### src/rtl/flow_led.sv
// flow_led: one-hot running light on an LED bank, optional ping-pong bounce via FLOW_LED_PINGPONG_EN
module flow_led #(
  parameter int LED_W       = 8,
  parameter int STEP_CYCLES = 25_000_000
) (
  input  logic             sys_clk,
  input  logic             sys_rst,
  output logic [LED_W-1:0] led_out
);
  localparam int               CW   = STEP_CYCLES > 1 ? $clog2(STEP_CYCLES) : 1;
  localparam logic [CW-1:0]    LAST = CW'(STEP_CYCLES - 1);
  localparam logic [LED_W-1:0] HOME = LED_W'(1);
  logic [CW-1:0]    cnt_q, cnt_d;
  logic [LED_W-1:0] led_q, led_d;
  logic             tick, one_hot;
  assign tick    = cnt_q == LAST;
  assign one_hot = (led_q != '0) && ((led_q & (led_q - LED_W'(1))) == '0);
  assign led_out = led_q;
  // prescaler counts 0..STEP_CYCLES-1 and wraps on the tick
  always_comb cnt_d = tick ? '0 : cnt_q + CW'(1);
`ifdef FLOW_LED_PINGPONG_EN
  logic dir_q, dir_d;
  // bounce between the end bits; direction flips on the tick that lands on an end
  always_comb begin
    led_d = led_q;
    dir_d = dir_q;
    if (tick && !one_hot) begin
      led_d = HOME;
      dir_d = 1'b0;
    end else if (tick && !dir_q) begin
      led_d = led_q << 1;
      dir_d = led_d[LED_W-1];
    end else if (tick) begin
      led_d = led_q >> 1;
      dir_d = !led_d[0];
    end
  end
  // direction register, 0 = left
  always_ff @(posedge sys_clk or posedge sys_rst)
    if (sys_rst) dir_q <= 1'b0;
    else         dir_q <= dir_d;
`else
  // rotate left on each tick; a corrupted pattern recovers to the home LED
  always_comb led_d = !tick ? led_q : one_hot ? {led_q[LED_W-2:0], led_q[LED_W-1]} : HOME;
`endif
  // prescaler and LED state registers
  always_ff @(posedge sys_clk or posedge sys_rst)
    if (sys_rst) begin
      cnt_q <= '0;
      led_q <= HOME;
    end else begin
      cnt_q <= cnt_d;
      led_q <= led_d;
    end
endmodule

### config.mk
export PLATFORM = sky130hd
export DESIGN_NAME = flow_led
export DESIGN_NICKNAME = d
export VERILOG_FILES = /design/src/rtl/flow_led.sv
export SDC_FILE = /design/constraint.sdc
export NUM_CORES = 1
export LEC_CHECK = 0
export BUFFER_PORTS_ARGS = -buffer_cell sky130_fd_sc_hd__buf_4
export CORE_UTILIZATION = 29
export CTS_CLUSTER_SIZE = 28
export DETAILED_ROUTE_END_ITERATION = 8
export GPL_TIMING_DRIVEN = 0
export SYNTH_ARGS = -nofsm -noshare
export SYNTH_HDL_FRONTEND = slang
export SYNTH_SLANG_ARGS = --single-unit
### constraint.sdc
create_clock -name sys_clk -period 3.1 [get_ports sys_clk]
set_input_delay 0.62 -clock sys_clk [delete_from_list [all_inputs] [get_ports sys_clk]]
set_output_delay 0.62 -clock sys_clk [all_outputs]
set_load 0.01 [all_outputs]
Word level (Yosys, flattened, before mapping)
Index checks and enable logic that the tools add are counted.
W data, S select, Z words.
Cells by class
  add/sub/neg operators: 2
  eq/ne operators: 1
  multiplexer cells: 2
  bitwise operators: 1
  reductions and logical operators: 3
Operator list (number)
  $add A25 B1 Y25 const B: 1
  $eq A25 B25 Y1 const B: 1
  $mux W25: 1
  $and A8 B8 Y8: 1
  $logic_not A8 Y1: 1
  $mux W8: 1
  $reduce_bool A8 Y1: 1
  $sub A8 B1 Y8 const B: 1
  $logic_and A1 B1 Y1: 1
Storage, ports and cells
  flip-flop bits (word level): 33
  input port bits: 2
  logic and storage cells: 11

Logic depth before layout (Yosys ltp)
Gate-level depths: netlist (run 1).
  depth after elaboration: 5
  gate-level depth with buffers: 7

Least setup slack after synthesis (run 1)
Ideal clock, no wire load.
  path kind: reg2reg
  start point: register cnt_q[0]
  end point: register led_q[3], in the netlist led_out[3]
  arrival time: 1520 ps
  data required time: 2980 ps
  path slack: 1459 ps
  stages on the path, launching flop included: 7
  clock period less this slack: 1641 ps
  path through: dfrtp_1 ha_1 and4_4 nand3_2 nor3_4 nor2b_1 a31o_2
Between the ends
  longest elaborated chain between the ends: 1
Ends and longest elaborated chain
  start, declared: line 13  | logic [CW-1:0] cnt_q, cnt_d;
  start signal, assigned: line 52  | cnt_q <= cnt_d;
  $eq A25 B25 Y1: line 16  | assign tick = cnt_q == LAST;
  end signal, assigned: line 53  | led_q <= led_d;
  end, declared: line 14  | logic [LED_W-1:0] led_q, led_d;
No other way between the ends.
A chain may end at the register's enable or synchronous reset.

Worst setup path after layout (run 1)
  start point: register cnt_q[0]
  end point: register cnt_q[13]
Between the ends
  longest elaborated chain between the ends: 2
  elaborated cells between the ends (all ways): 3
Ends and longest elaborated chain
  $add A25 B1 Y25 / $eq A25 B25 Y1 (equally long branches): line 20, 16
  $mux W25 (*): line 20  | always_comb cnt_d = tick ? '0 : cnt_q + CW'(1);
  net cnt_d[13]: line 13
The timed path passes the listed nets; every way through them passes the cells marked *.

==> summary.md, run 1 <==
| Metric | Value |
|---|---|
| Status | finished, final reports clean |
| Power Density | 424 nW/um^2 |
| Worst R2R Start | cnt_q[0]$_DFF_PP0_ |
| Setup violators final | 0 |
| Critical path's slowest cell | nor3_4 |
| Peak VDD IR | around 0.00021 V |
| WS Path Type | flop to flop |
| Layout fillers | just under 600 |
| MaxCap Viol Count | 0 |
| Yosys reg bits | 33 |
| CP startpoint | cnt_q[0]$_DFF_PP0_ |
| Clock buffer depth | 2 |
| Reg2reg end | cnt_q[13]$_DFF_PP0_ |
| Final Routed Wirelength | between 3 and 4 mm |
| Tot Pwr | ~850 uW |
| Synthesis Warnings | 0 |
| Area contributors post-synth | dfrtp_1, xor2_1, nor2_1, nand3_1, xnor2_1 |
| Post-DRT Antenna Nets | 0 |
| Post-detail-place hpwl | 2.20 mm |
| Remaining global-route overflow | 0 |
| Post-synth EDFFs | 0 |
| Layout area overhead | 17.7% |
| FFs w/ async S/R, synth | between 90% and 100% |
| Core footprint | between 5000 and 6000 sq um |
| Min Tclk post-route | around 1.9 ns |
| CP arrival | around 2 ns |
| Cts hold-fix bufs | 0 |
| Syn Inst Count | approximately 160 |
| Overall routing resource usage | 11.7% |
| Die Span Y | 78.7 microns |
| Std cell rows | 27 |
| Postcts setup bufs | 0 |
| First-pass DRT Iterations | 4 |
| WP depth | 6 |
| Slew @ Worst Pin | about 0.6 ns |
| Post-Syn Area | between 1500 and 2000 sq um |
| Setup crit end kind | flop |
| Port Buf Inserts | 9 |
| P_leak | about 0.9 nW |
| Drt drc | 0 |
| Final WS setup | between 1 and 1.5 ns |
| CTS Root Cell | clkbuf_8 |
| CTS H-tree lvls | 2 |
| Buf+Inv Stages, Crit Path | 1 |
| CP top delay family | simple AND/OR/NAND/NOR gates |
| Syn avg cell area | approximately 10 sq um |
| Endpoints failing hold | 0 |
| Initial core utilization | 30.6% |
| Largest net degree at the start of global routing | 34 |
| Mux contribution to synthesized area | 0% |
| Clk_skew | a little under 0.003 ns |
| XOR/XNOR Fraction of Synth Area | 11.8% |
| Main synth FF type | dfrtp_1 |
| Vias in the first global route | approximately 1200 |
| Critical path peak fanout | 10 |
| RSZ-0062 raised after global routing | false |
| Layout net count | ~180 |
| Area leader, netlist | dfrtp_1 |
| HP Class | input pin to asynchronous set/reset pin |
| Die Wd | 78.7 microns |
| Synth Area in Adders | less than 1% |
| Post-CTS Resized | 0 |
| Final Max Tran Viols | 0 |
| 1st-iter DRT viols | 28 |
| Critical Path RT | about 3.3 ns |
| First-pass GRT wire length | roughly 5.6 mm |
| Worst Setup Start Kind | flop |
| Initial antenna violation count | 0 |
| Via density | 4.78 |
| Compound-cell area share of the yosys netlist | under 10% |
| Fmax | 539 MHz |
| CP Cell Sequence | ha_1 > and4_4 > nand3_2 > nor3_4 > buf_4 > nor2_1 |
| R2R Setup Slk | 1.25 ns |
| CTS tree | done |
| Clock-pin slew on the worst setup and hold paths | about 0.06 ns |
| Worst Setup EP | cnt_q[13]$_DFF_PP0_ |
| Cells on worst reg2reg path | 6 |
| Clock sinks | 33 |
| Wire per inst | about 12 microns |
| Netlist cell types | 35 |
| CTS Buf Count | 5 |
| Simple-gate share of the synthesized area | 29.7% |
| Setup WS pre-CTS | roughly 1.2 ns |
| Setup TNS | 0 ns |
| Period Utilization, post-route | about three fifths |
| Max-slew headroom | approximately 61% |
| Share of cells above drive strength 1 | just under 20% |
| Die ar. | about 6200 sq um |
| Largest stage delay, worst path | 0.40 ns |
| Antenna Cells | 0 |
| Synth top area share | 47.0% |
| # IOs | 10 |
| Register area share after synthesis | between 40% and 50% |
| Largest family of logic cells by synthesized area | simple AND/OR/NAND/NOR gates |
| Latest clock arrival within the worst-skew pair | about 0.28 ns |
| Post-synth net total | 167 |
| Gpl congestion | 0.726 |
| Via count | between 1000 and 1500 |
## worst min path at each step
stage                             from                endpoint  slack [ns]  depth (start not counted)
global placement    cnt_q[0]$_DFF_PP0_      cnt_q[0]$_DFF_PP0_        0.48                          1
detailed placement  cnt_q[0]$_DFF_PP0_      cnt_q[0]$_DFF_PP0_        0.48                          1
floorplan           cnt_q[0]$_DFF_PP0_      cnt_q[0]$_DFF_PP0_        0.45                          1
CTS                 cnt_q[0]$_DFF_PP0_      cnt_q[0]$_DFF_PP0_        0.49                          1
global route                   sys_rst  led_out[4]$_DFFE_PP0N_        0.35                          2
finish                         sys_rst  led_out[5]$_DFFE_PP0N_        0.33                          2
## area by class of cell
cell class                 instances  area, sq um  area share (%)
inverter                           5         18.8           0.935
sequential                        33          827            41.2
clock inverter                     1         30.0            1.50
multi-input combinational        123          836            41.6
clock buffer                       7         86.3            4.30
buffer                             3         23.8            1.18
timing repair buffer              10         95.1            4.74
tap                               72         90.1            4.49
## synth_stat cells, types with 2 or more instances
cell type,number
dfrtp_1,32
nor2_1,21
xor2_1,15
nand3_1,14
nand4_1,11
xnor2_1,8
nand2_1,7
nor2b_1,6
o21ai_0,6
inv_1,5
and4_1,4
a31o_1,3
and3_1,3
nor3_1,3
a31o_2,2
nor2_2,2
nor4_2,2
nor4b_2,2
o211ai_1,2
## stage by stage
| step | hold slack (ns) | utilization (%) | instances | instance area (sq um) |
|---|---|---|---|---|
| after detailed placement | 0.477 | 33.4 | 245 | 1860 |
| after global routing | 0.354 | 36.0 | 254 | 2010 |
| after CTS | 0.486 | 35.5 | 253 | 1980 |
| after global placement | 0.480 | 33.4 | 245 | 1860 |
| after floorplan | 0.453 | - | 164 | 1710 |
| final | 0.328 | 36.0 | 254 | 2010 |
## registers in the layout, summed over array words and instances, names as in the netlist
register and flops:
cnt_q 25, led_out 8
## power breakdown
group	switching (mW)	leakage [nW]	internal, mW
clock network	0.146	0.0585	0.262
logic	0.00887	0.415	0.00437
registers	0	0.443	0.431
## cell families (layout without fill, tap and decap cells)
family | after synthesis | count (layout)
AO/OA/AOI/OAI | 16 | 16
AND/OR/NAND/NOR | 83 | 83
adder cells (fa/ha/maj) | 1 | 1
flip-flops | 33 | 33
XOR/XNOR | 23 | 23
buffers and inverters | 8 | 26
## layer usage
metal / vias to the layer above / GRT usage, % / part of all wire [%]
li1: 621 / - / -
met1: 569 / 16.0 / 51
met2: 17 / 17.4 / 45
met3: 7 / 3.14 / 3.2
met4: 0 / 5.00 / 1.7
met5: - / 0 / 0
## placed cells by master (no fill, tap or decap), types with 6 or more instances in the layout
master and instances:
buf_4 10, clkbuf_8 6, dfrtp_1 32, nand2_1 7, nand3_1 14, nand4_1 11
nor2_1 21, nor2b_1 6, o21ai_0 6, xnor2_1 8, xor2_1 15
Power figures use the tool's default switching activity.
==> run 2: changes to the inputs <==
- ABC_AREA: unset -> 1
- clock period: 3.1 -> 1.6 ns (I/O delays scaled with it)
==> summary.md, run 2 <==
| Metric | Value |
|---|---|
| Setup WS pre-CTS | -0.114 ns |
| Wire per inst | 11.2 microns |
| Synthesis Warnings | 0 |
| Cells on worst reg2reg path | 10 |
| Final Routed Wirelength | between 4 and 5 mm |
| Area leader, netlist | dfrtp_1 |
| P_leak | around 1.1 nW |
| Netlist cell types | 25 |
| CTS Root Cell | clkbuf_8 |
| HP Class | input pin to asynchronous set/reset pin |
| CP arrival | around 1.7 ns |
| Setup TNS | 0 ns |
| Clk_skew | around 0.0023 ns |
| First-pass DRT Iterations | 4 |
| Cell mode on critical path | nand2_1 |
| Max-slew headroom | 52.0% |
| Vias in the first global route | ~1600 |
| Gpl congestion | between 0.8 and 0.9 |
| Post-synth EDFFs | 0 |
| Latest clock arrival within the worst-skew pair | approximately 0.28 ns |
| Min Tclk post-route | about 1.5 ns |
| Final core utilization | 36.3% |
| RSZ-0062 raised after global routing | false |
| Slew @ Worst Pin | just over 0.7 ns |
| Share of cells above drive strength 1 | between 10% and 20% |
| Critical path peak fanout | 5 |
| Cts hold-fix bufs | 0 |
| Via count | around 1700 |
| Most common cell after layout, fill and taps aside | nand2_1 |
| Post-Syn Area | 2000 sq um |
| MaxCap Viol Count | 0 |
| Worst R2R Start | cnt_q[0]$_DFF_PP0_ |
| Post-synth top cells | nand2_1, nor2_1, inv_1 |
| Critical Path RT | approximately 1.8 ns |
| Worst Hold Margin | between 0.15 and 0.2 ns |
| Synth top area share | approximately two fifths |
| Drt drc | 0 |
| Setup violators final | 0 |
| Most numerous cell in the Yosys netlist | nand2_1 |
| Clock sinks | 33 |
| Fmax | approximately 660 MHz |
| Setup crit end kind | flop |
| CTS Buf Count | 5 |
| Antenna Cells | 0 |
| Power Density | 629 nW/um^2 |
| Via density | 4.52 |
| First-pass GRT wire length | roughly 7.4 mm |
| CTS tree | done |
| Area contributors post-synth | dfrtp_1, nand2_1, nor2_1, inv_1, nor3_1 |
| Period Utilization, post-route | 94.5% |
| Endpoints failing hold | 0 |
| Final WS setup | roughly 0.089 ns |
| FFs w/ async S/R, synth | 100% |
| Core footprint | 6490 sq um |
| Status | finished, final reports clean |
| R2R Setup Slk | between 0.08 and 0.09 ns |
| Main synth FF type | dfrtp_1 |
| Peak VDD IR | between 0.0005 and 0.0006 V |
| Register area share after synthesis | about 41% |
| Placed Instance Area | about 2200 sq um |
| Initial antenna violation count | 0 |
| Remaining global-route overflow | 0 |
| Post-detail-place hpwl | approximately 3.1 mm |
| Post-DRT Antenna Nets | 0 |
| Die Wd | roughly 85 microns |
| Overall routing resource usage | between 10 and 15% |
| Largest stage delay, worst path | 0.41 ns |
| Reg2reg end | cnt_q[14]$_DFF_PP0_ |
| Post-route design area | 2360 sq um |
| 1st-iter DRT viols | between 90 and 100 |
| Port Buf Inserts | 9 |
| Syn avg cell area | 6.97 sq um |
| Layout net count | 310 |
| Post-synth net total | 290 |
| Syn Inst Count | between 200 and 300 |
| Std cell rows | 29 |
| Yosys reg bits | 33 |
| CP Cell Sequence | ha_4 > nand2_1 > nor2_4 > nand2_4 > nor2_4 > inv_2 > nor2_2 > nand2_1 > nand2_1 > nor2_1 |
| Most frequent cells in the layout | nand2_1, nor2_1, inv_1 |
| Die Span Y | ~85 microns |
| Worst Setup Start Kind | flop |
| Die ar. | roughly 7200 sq um |
| Initial core utilization | 30.8% |
| Layout fillers | between 600 and 700 |
| # IOs | 10 |
| Max reg flops | 25 |
| Layout area overhead | 17.9% |
| Clock-pin slew on the worst setup and hold paths | roughly 0.060 ns |
| WS Path Type | flop to flop |
| Register name with the most flops | cnt_q |
| Clock buffer depth | 2 |
| Largest net degree at the start of global routing | 34 |
| CTS H-tree lvls | 2 |
| Critical path's slowest cell | dfrtp_1 |
| Final Max Tran Viols | 0 |
==> run 2: worst max path at each step <==
stage / from / end / slack, ns / depth (start not counted)
final: cnt_q[0]$_DFF_PP0_ / cnt_q[14]$_DFF_PP0_ / 0.09 / 10
after global routing: cnt_q[0]$_DFF_PP0_ / led_out[0]$_DFFE_PP1N_ / 0.0005 / 9
after detailed placement: cnt_q[0]$_DFF_PP0_ / cnt_q[17]$_DFF_PP0_ / -0.11 / 9
after global placement: cnt_q[0]$_DFF_PP0_ / cnt_q[17]$_DFF_PP0_ / -0.08 / 9
after floorplan: cnt_q[0]$_DFF_PP0_ / cnt_q[17]$_DFF_PP0_ / 0.1 / 9
after CTS: cnt_q[1]$_DFF_PP0_ / cnt_q[14]$_DFF_PP0_ / 0.01 / 10
==> run 2: per-layer routing <==
metal | GRT usage [%] | vias to the layer above | share of wire [%]
li1 | - | 919 | -
met1 | 17.7 | 789 | 50
met2 | 20.9 | 21 | 46
met3 | 2.63 | 5 | 2.1
met4 | 3.85 | 0 | 1.2
met5 | 0 | - | 0
==> run 2: layout make-up <==
cell class                 instances  area (sq um)  area share, %
sequential                        33           828           35.1
tap                               77          96.3           4.09
buffer                             2          22.5          0.955
multi-input combinational        211          1070           45.5
timing repair buffer              13          97.6           4.14
clock buffer                       7          86.3           3.66
inverter                          41           154           6.53
==> run 2: timing repair <==
item	in CTS	in global routing
pin swaps	1	3
gates resized for setup	3	16
buffers inserted	3	1
setup endpoints to repair	20	15
==> run 2: critical path, delay by kind of cell (launching register included) <==
family,cells,cell delay (ns)
adders and majority gates,1,0.17
and+or+nand+nor,8,0.77
buffers and inverters,1,0.06
DFF,1,0.41
==> run 2: power breakdown <==
part	switching, mW	leakage (nW)	total, mW	internal (mW)
logic	0.0167	0.624	0.0184	0.00177
registers	0	0.441	0.834	0.834
clock network	0.289	0.0443	0.630	0.341
total	0.306	1.11	1.48	1.18
==> run 2: metrics by stage <==
step	std cells	power (mW)
3_5_place_dp	373	0.870
4_1_cts	383	1.51
6_report	384	1.48
5_1_grt	384	1.54
3_3_place_gp	373	0.869
2_1_floorplan	287	0.862
==> run 2: cell families after synthesis <==
family	synth area share, %
compound gates	2.50
xor+xnor	3.50
fa+ha+maj	0.626
buf+inv	8.82
flops	41.4
simple gates	43.2
